### src/rtl/wb_pkg.sv
// Shared types for the write-back stage: the MEM->WB payload and its HI/LO write-enable codes.
// Also holds the state encoding of the skid-buffered stage register.
package wb_pkg;

  typedef enum logic [1:0] {
    HILO_NONE = 2'b00,
    HILO_LO   = 2'b01,
    HILO_HI   = 2'b10,
    HILO_BOTH = 2'b11
  } hilo_we_e;

  typedef struct packed {
    logic [4:0]  waddr;
    logic        we;
    hilo_we_e    whilo;
    logic [31:0] hi;
    logic [31:0] lo;
  } wb_payload_t;

  localparam int WB_PAYLOAD_W = $bits(wb_payload_t);

  // Encoded so that the state value equals the number of held entries.
  typedef enum logic [1:0] {
    SKID_EMPTY = 2'd0,
    SKID_ONE   = 2'd1,
    SKID_TWO   = 2'd2
  } skid_state_e;

endpackage

### src/rtl/sat_counter.sv
// Saturating up-counter with synchronous clear; holds at all ones instead of wrapping.
module sat_counter #(
  parameter int W = 16
) (
  input  logic         clk,
  input  logic         clr_i,
  input  logic         en_i,
  output logic [W-1:0] cnt_o
);

  logic [W-1:0] cnt_q;
  logic [W-1:0] cnt_d;

  always_comb begin
    cnt_d = cnt_q;
    if (clr_i) begin
      cnt_d = '0;
    end else if (en_i && (cnt_q != {W{1'b1}})) begin
      cnt_d = cnt_q + 1'b1;
    end
  end

  always_ff @(posedge clk) begin
    cnt_q <= cnt_d;
  end

  assign cnt_o = cnt_q;

endmodule

### src/rtl/wb_stage_skid_reg.sv
// Pipeline stage register with valid/ready handshake, optional 2-entry skid buffer,
// synchronous flush, zeroed bubbles and a saturating back-pressure counter.
module wb_stage_skid_reg
  import wb_pkg::*;
#(
  parameter int DATA_W      = WB_PAYLOAD_W,
  parameter bit SKID_EN     = 1'b1,
  parameter int STALL_CNT_W = 16
) (
  input  logic                   clk,
  input  logic                   rst,
  input  logic                   flush_i,
  input  logic                   up_valid_i,
  output logic                   up_ready_o,
  input  logic [DATA_W-1:0]      up_data_i,
  output logic                   dn_valid_o,
  input  logic                   dn_ready_i,
  output logic [DATA_W-1:0]      dn_data_o,
  output logic [1:0]             occupancy_o,
  output logic [STALL_CNT_W-1:0] stall_cycles_o
);

  // Handshake: a beat moves on a rising edge where valid and ready are both high.
  // Once dn_valid_o is raised it stays high with stable dn_data_o until consumed or flushed.
  logic up_accept;
  logic dn_consume;

  assign up_accept  = up_valid_i && up_ready_o;
  assign dn_consume = dn_valid_o && dn_ready_i;

  generate
    if (SKID_EN) begin : g_skid
      skid_state_e       state_q;
      logic [DATA_W-1:0] main_q;
      logic [DATA_W-1:0] skid_q;
      logic              up_ready_q;

      // main_q always holds the oldest entry; skid_q only fills while main is stalled.
      always_ff @(posedge clk) begin
        if (rst || flush_i) begin
          state_q    <= SKID_EMPTY;
          main_q     <= '0;
          skid_q     <= '0;
          up_ready_q <= 1'b1;
        end else begin
          case (state_q)
            SKID_EMPTY: begin
              if (up_accept) begin
                state_q <= SKID_ONE;
                main_q  <= up_data_i;
              end
            end
            SKID_ONE: begin
              if (up_accept && dn_consume) begin
                main_q <= up_data_i;
              end else if (up_accept) begin
                state_q    <= SKID_TWO;
                skid_q     <= up_data_i;
                up_ready_q <= 1'b0;
              end else if (dn_consume) begin
                state_q <= SKID_EMPTY;
                main_q  <= '0;
              end
            end
            SKID_TWO: begin
              if (dn_consume) begin
                state_q    <= SKID_ONE;
                main_q     <= skid_q;
                skid_q     <= '0;
                up_ready_q <= 1'b1;
              end
            end
            default: begin
              state_q    <= SKID_EMPTY;
              main_q     <= '0;
              skid_q     <= '0;
              up_ready_q <= 1'b1;
            end
          endcase
        end
      end

      assign up_ready_o  = up_ready_q;
      assign dn_valid_o  = (state_q != SKID_EMPTY);
      assign dn_data_o   = main_q;
      assign occupancy_o = 2'(state_q);
    end else begin : g_single
      logic              valid_q;
      logic [DATA_W-1:0] data_q;

      // Consume and accept in the same cycle simply replaces the entry.
      always_ff @(posedge clk) begin
        if (rst || flush_i) begin
          valid_q <= 1'b0;
          data_q  <= '0;
        end else if (up_accept) begin
          valid_q <= 1'b1;
          data_q  <= up_data_i;
        end else if (dn_consume) begin
          valid_q <= 1'b0;
          data_q  <= '0;
        end
      end

      assign up_ready_o  = !valid_q || dn_ready_i;
      assign dn_valid_o  = valid_q;
      assign dn_data_o   = data_q;
      assign occupancy_o = {1'b0, valid_q};
    end
  endgenerate

  sat_counter #(
    .W(STALL_CNT_W)
  ) u_stall_cnt (
    .clk   (clk),
    .clr_i (rst),
    .en_i  (dn_valid_o && !dn_ready_i),
    .cnt_o (stall_cycles_o)
  );

endmodule

### config.mk
export PLATFORM = sky130hd
export DESIGN_NAME = wb_stage_skid_reg
export DESIGN_NICKNAME = d
export VERILOG_FILES = /design/src/rtl/wb_pkg.sv /design/src/rtl/sat_counter.sv /design/src/rtl/wb_stage_skid_reg.sv
export SDC_FILE = /design/constraint.sdc
export NUM_CORES = 1
export LEC_CHECK = 0
export CAP_MARGIN = 15
export CORE_UTILIZATION = 35
export CTS_BUF_LIST = sky130_fd_sc_hd__clkbuf_16
export CTS_CLUSTER_SIZE = 28
export DETAILED_ROUTE_END_ITERATION = 12
export MAX_ROUTING_LAYER = met4
export PLACE_DENSITY = 0.68
export SYNTH_ARGS = -nofsm -noshare
export SYNTH_HDL_FRONTEND = slang
export SYNTH_HIERARCHICAL = 1
export SYNTH_SLANG_ARGS = --single-unit
### constraint.sdc
create_clock -name clk -period 2.64 [get_ports clk]
set_input_delay 0.264 -clock clk [delete_from_list [all_inputs] [get_ports clk]]
set_output_delay 0.264 -clock clk [all_outputs]
set_load 0.005 [all_outputs]
=== After elaboration in Yosys (flattened, before gate mapping) ===
Cells that the tools add are included.

* Register bits after elaboration: 163
* Input port bits: 77
* Word-level logic and storage cells: 47
* Output and inout bits: 92

* Bitwise logic cells: 1
* Add/sub/neg operators: 1
* Reduce and logical (&&, ||, !) cells: 12
* Equal/unequal tests: 10
* Muxes and demuxes: 18

{| class="wikitable"
|+ Operators with widths
! cell !! number
|-
| 2-to-1 mux 72 bit || 6
|-
| one-hot mux 72 bit (3 select lines) || 2
|-
| adder 16 x 1 -> 16 bit (second input constant) || 1
|-
| != test 16 bit (second input constant) || 1
|-
| AND reduction 4 bit || 3
|-
| 2-to-1 mux 2 bit || 5
|-
| != test 3 bit (second input constant) || 3
|-
| != test 2 bit (second input constant) || 4
|-
| one-hot mux 2 bit (3 select lines) || 1
|-
| logical AND 1 bit || 5
|-
| 2-to-1 mux 1 bit || 3
|-
| one-hot mux 1 bit (3 select lines) || 1
|-
| == test 2 x 1 -> 1 bit (second input constant) || 1
|-
| == test 2 bit (second input constant) || 1
|-
| logical NOT 2 bit || 1
|-
| nonzero test 2 bit || 1
|-
| logical NOT 1 bit || 1
|-
| logical OR 1 bit || 1
|-
| inverter 1 bit || 1
|}

=== Logic depth before layout (Yosys ltp) ===
* Word-level depth: 6
* Gate-level depth with buffers: 9
* Depth with buffers taken out: 6

=== By module ===
The synthesis kept the hierarchy.

{| class="wikitable"
|+ Modules (own cells, without submodules)
! module !! area each (µm²) !! instances !! seq. area each (µm²) !! cells each
|-
| wb_stage_skid_reg || 7233.2 || 1 || 2942.8 || 698
|-
| sat_counter || 848.3 || 1 || 320.3 || 99
|}

=== Worst setup path before layout ===
Ideal clock, no wire load.

* Path type: register to register
* From: register g_skid.state_q[1], in the netlist occupancy_o[1]
* To: register u_stall_cnt.cnt_q[7], in the netlist u_stall_cnt/cnt_o[7]
* Arrival time: 2.231 ns
* Setup time: 0.070 ns
* Buffers on the path: 4
* Slack: 0.339 ns
* Stages on the path, launching flop included: 10
* Clock period less this slack: 2.301 ns
* Data required time: 2.570 ns
* Path through: dfxtp_1 > buf_4 > buf_6 > buf_2 > or2_2 > nor2b_1 > nand2_1 > clkbuf_1 > or4_1 > a21oi_1

* Cells in the longest elaborated chain, start to end: 3

{| class="wikitable"
|+ Ends and longest elaborated chain
! item !! line !! source
|-
| from (decl) || wb_stage_skid_reg.sv:33 || <nowiki>skid_state_e state_q;</nowiki>
|-
| from (signal assigned) || wb_stage_skid_reg.sv:41 || <nowiki>state_q <= SKID_EMPTY;</nowiki>
|-
| from (signal assigned) || wb_stage_skid_reg.sv:49 || <nowiki>state_q <= SKID_ONE;</nowiki>
|-
| from (signal assigned) || wb_stage_skid_reg.sv:57 || <nowiki>state_q <= SKID_TWO;</nowiki>
|-
| nonzero test 2 bit || wb_stage_skid_reg.sv:84 || <nowiki>assign dn_valid_o = (state_q != SKID_EMPTY);</nowiki>
|-
| named net dn_valid_o || wb_stage_skid_reg.sv:16 || <nowiki>output logic dn_valid_o,</nowiki>
|-
| logical AND 1 bit || wb_stage_skid_reg.sv:117 || <nowiki>.en_i (dn_valid_o && !dn_ready_i),</nowiki>
|-
| logical AND 1 bit || sat_counter.sv:18 || <nowiki>end else if (en_i && (cnt_q != {W{1'b1}})) begin</nowiki>
|-
| to (signal assigned) || sat_counter.sv:24 || <nowiki>cnt_q <= cnt_d;</nowiki>
|-
| to (decl) || sat_counter.sv:11 || <nowiki>logic [W-1:0] cnt_q;</nowiki>
|}

The timed path passes the listed nets, and every way through them passes these cells.
A chain may end at the register's enable or synchronous reset.

=== Worst setup path in the final report ===
* From: register g_skid.state_q[1], in the netlist occupancy_o[1]
* To: register g_skid.main_q[67], in the netlist dn_data_o[67]

* Cells in the longest elaborated chain, start to end: 5
* Elaborated cells between the ends (all ways): 13
* Classes of those cells: eq/ne (6); mux (2); reduce/logical (5)

{| class="wikitable"
|+ Ends and longest elaborated chain
! item !! line !! source
|-
| nonzero test 2 bit || wb_stage_skid_reg.sv:84 ||
|-
| logical AND 1 bit || wb_stage_skid_reg.sv:29 || <nowiki>assign dn_consume = dn_valid_o && dn_ready_i;</nowiki>
|-
| logical AND 1 bit || wb_stage_skid_reg.sv:54 || <nowiki>if (up_accept && dn_consume) begin</nowiki>
|-
| != test 3 bit (no line) or 2-to-1 mux 72 bit (tied branches) || n/a ||
|-
| AND reduction 4 bit (no line) or one-hot mux 72 bit (3 select lines) (tied branches) || n/a ||
|-
| to (signal assigned) || wb_stage_skid_reg.sv:50 || <nowiki>main_q <= up_data_i;</nowiki>
|-
| to (signal assigned) || wb_stage_skid_reg.sv:55 || <nowiki>main_q <= up_data_i;</nowiki>
|-
| to (signal assigned) || wb_stage_skid_reg.sv:68 || <nowiki>main_q <= skid_q;</nowiki>
|-
| to (decl) || wb_stage_skid_reg.sv:34 || <nowiki>logic [DATA_W-1:0] main_q;</nowiki>
|}

Parallel ways exist; a longest one is shown, timed or not.

==> impl_metrics.env <==
export IMPL_status="finished, final reports clean"
export IMPL_cts_resized_gates=0
export IMPL_fmaxAchievable_mhz=459
export IMPL_post_place_cells=1197
export IMPL_antenna_cells=0
export IMPL_critPathTopFamily="buffers and inverters"
export IMPL_cp_max_fo=92
export IMPL_slew_headroom=0.503
export IMPL_vdd_ir_drop_worst_uv=410
export IMPL_max_cap_viol_count=0
export IMPL_ys_flop_type="dfxtp_1"
export IMPL_routed_wl_mm=21.2
export IMPL_grtUsageTotal=0.188
export IMPL_avgSynthCellArea_sq_um=10.1
export IMPL_drt_iter0_drc=393
export IMPL_clk_path_buf_depth=2
export IMPL_setup_tns_ns=0
export IMPL_holdWs_ns=0.450
export IMPL_dieArea_sq_mm=0.0237
export IMPL_ys_ff_latch=163
export IMPL_vias_per_cell=5.36
export IMPL_final_nets=1009
export IMPL_first_global_vias=6461
export IMPL_hold_viol=0
export IMPL_drv_slew=0
export IMPL_finalNonFillerCells=1229
export IMPL_criticalPathCategory="reg2reg"
export IMPL_start_util=0.357
export IMPL_cts_tree="yes"
export IMPL_hold_path_class="reg2reg"
export IMPL_syn_inst=797
export IMPL_synthMuxAreaShare=0.0918
export IMPL_dp_slack_ns=0.348
export IMPL_powerDensity_mw_per_mm2=558
export IMPL_ys_warn_count=6
export IMPL_ys_types=53
export IMPL_seq_area_frac_synth=0.404
export IMPL_area_growth_syn_to_layout_pct=29.7
export IMPL_wl_per_cell_microns=17.2
export IMPL_crit_slowest_cell="buf_12"
export IMPL_dieWidth_microns=154
export IMPL_crit_arrival_ns=2.49
export IMPL_overflow=0
export IMPL_cts_buffers=17
export IMPL_fp_coreArea_sq_mm=0.0226
export IMPL_critPathRequiredTime_ns=2.95
export IMPL_grt_max_degree=93
export IMPL_firstDrtPassIters=5
export IMPL_clk_pin_slew_worst_paths_ns=0.07
export IMPL_tightest_slew_ns=0.745
export IMPL_synth_compound_area_share=0.277
export IMPL_num_vias=6586
export IMPL_drive_above_1_share=0.226
export IMPL_syn_area_sq_mm=0.00808
export IMPL_crit_buf_inv=2
export IMPL_cts_sinks=163
export IMPL_synth_edf_count=0
export IMPL_finalCoreUtilization=0.463
export IMPL_synth_nets=875
export IMPL_grt_pass1_wl_mm=34.4
export IMPL_cts_hold_fix_buffers=0
export IMPL_final_area_sq_mm=0.0105
export IMPL_startpoint_type="flop"
export IMPL_fin_crit_ns=2.18
export IMPL_antenna_found_initial=0
export IMPL_rsz0062_at_grt="no"
export IMPL_layout_setup_ws_ns=0.460
export IMPL_drtAntennaViolNets=0
export IMPL_p_leak_nw=3.25
export IMPL_insertion_delay_ns=0.42
export IMPL_gp_congestion=0.789
export IMPL_worstPathCellList="buf_12 -> o21ai_0 -> o31a_2 -> buf_4 -> a22oi_2 -> nor2_2"
export IMPL_async_flop_share=0
export IMPL_p_total_mw=5.84
export IMPL_fin_worst_skew_ns=0.00707
export IMPL_boundaryPins=169
export IMPL_setup_viol=0
export IMPL_synth_xor_area_share=0.00325
export IMPL_place_area_sq_mm=0.00990
export IMPL_yosys_area_share_adder=0.00155
export IMPL_htreeDepth=4
export IMPL_drc=0
export IMPL_cts_root_buf="clkbuf_16"
export IMPL_synth_top_family_by_area="compound AO/OA/AOI/OAI gates"
export IMPL_cpPeakStageDelay_ns=0.50
export IMPL_min_period_over_period=0.826
export IMPL_io_buffers=168
export IMPL_dpl_hpwl_mm=12.8
export IMPL_die_h_microns=154
export IMPL_synth_simple_area_share=0.156
export IMPL_critPathCaptureType="flop"
export IMPL_post_cts_buffers=0
export IMPL_rows=55
==> sequential cells by signal, summed over array words and instances, names as in the netlist <==
name / count
dn_data_o: 72
g_skid.skid_q: 72
occupancy_o: 2
u_stall_cnt/cnt_o: 16
up_ready_o: 1
==> cells in the mapped netlist (all sizes together) (5+ instances only) <==
library cell,instances,share of area
a21oi,21,0.013
a22oi,135,0.17
buf,55,0.053
clkbuf,24,0.012
dfxtp,163,0.40
mux2i,73,0.090
nand2,28,0.013
nand3,6,0.0037
nand4b,10,0.013
nor2,143,0.088
o21ai,5,0.0031
o22ai,12,0.011
o2bb2ai,61,0.066
o31ai,7,0.0082
or4,7,0.0065
==> final timing paths <==
| kind | from | endpoint | slack (ns) | depth (start not counted) |
|---|---|---|---|---|
| worst max-delay path | occupancy_o[1] | dn_data_o[67] | 0.46 | 6 |
| worst min-delay path | g_skid.skid_q[64] | g_skid.skid_q[64] | 0.45 | 2 |
| worst max register to register | occupancy_o[1] | dn_data_o[67] | 0.46 | 6 |
| worst min register to register | g_skid.skid_q[64] | g_skid.skid_q[64] | 0.45 | 2 |
==> cell type report <==
class	count	area [sq um]
clock buffers	17	425
clock inverters	15	154
fillers	2120	12200
inverters	4	15.0
multi-input cells	551	4290
flip-flops and latches	163	3270
well taps	285	357
repair buffers	194	1980
==> tightest hold or removal path, cell delays in order, from the launching register on <==
cell     delay [ns]
dfxtp_1        0.31
nand2_1        0.05
a21oi_1        0.05
==> kinds of logic after synthesis <==
| logic type | Yosys count |
|---|---|
| xor+xnor | 3 |
| flops | 163 |
| simple gates | 226 |
| fa+ha+maj | 1 |
| compound gates | 247 |
| mux | 74 |
| buf+inv | 83 |
==> metal layers <==
| layer | routed length [microns] | global-route usage | vias up | part of all wire |
|---|---|---|---|---|
| met2 | 10200 | 0.306 | 166 | 0.48 |
| li1 | - | - | 3245 | - |
| met1 | 9700 | 0.233 | 3157 | 0.46 |
| met4 | 316 | 0.0524 | 0 | 0.015 |
| met3 | 988 | 0.0431 | 18 | 0.047 |
| met5 | 0 | - | - | 0 |
==> power by group <==
group	switching, mW	internal [mW]	total, mW
Combinational	0.434	0.399	0.833
Clock	1.06	1.40	2.46
Sequential	0.0411	2.51	2.55
==> cells in the final DEF, fill, tap and decap left out, types with 7 or more instances in the layout <==
cell type | netlist | routed
clkdlybuf4s50_1 | 0 | 168
dfxtp_1 | 163 | 161
mux2i_1 | 73 | 73
nor2_1 | 72 | 72
a22oi_2 | 70 | 70
nor2_2 | 71 | 70
a22oi_1 | 65 | 65
o2bb2ai_1 | 61 | 61
nand2_1 | 27 | 27
a21oi_1 | 20 | 20
buf_4 | 2 | 18
clkbuf_16 | 0 | 17
o22ai_1 | 11 | 11
nand4b_1 | 9 | 9
buf_12 | 0 | 8
or4_1 | 7 | 7
No activity file was read; power rests on OpenSTA's default activity.
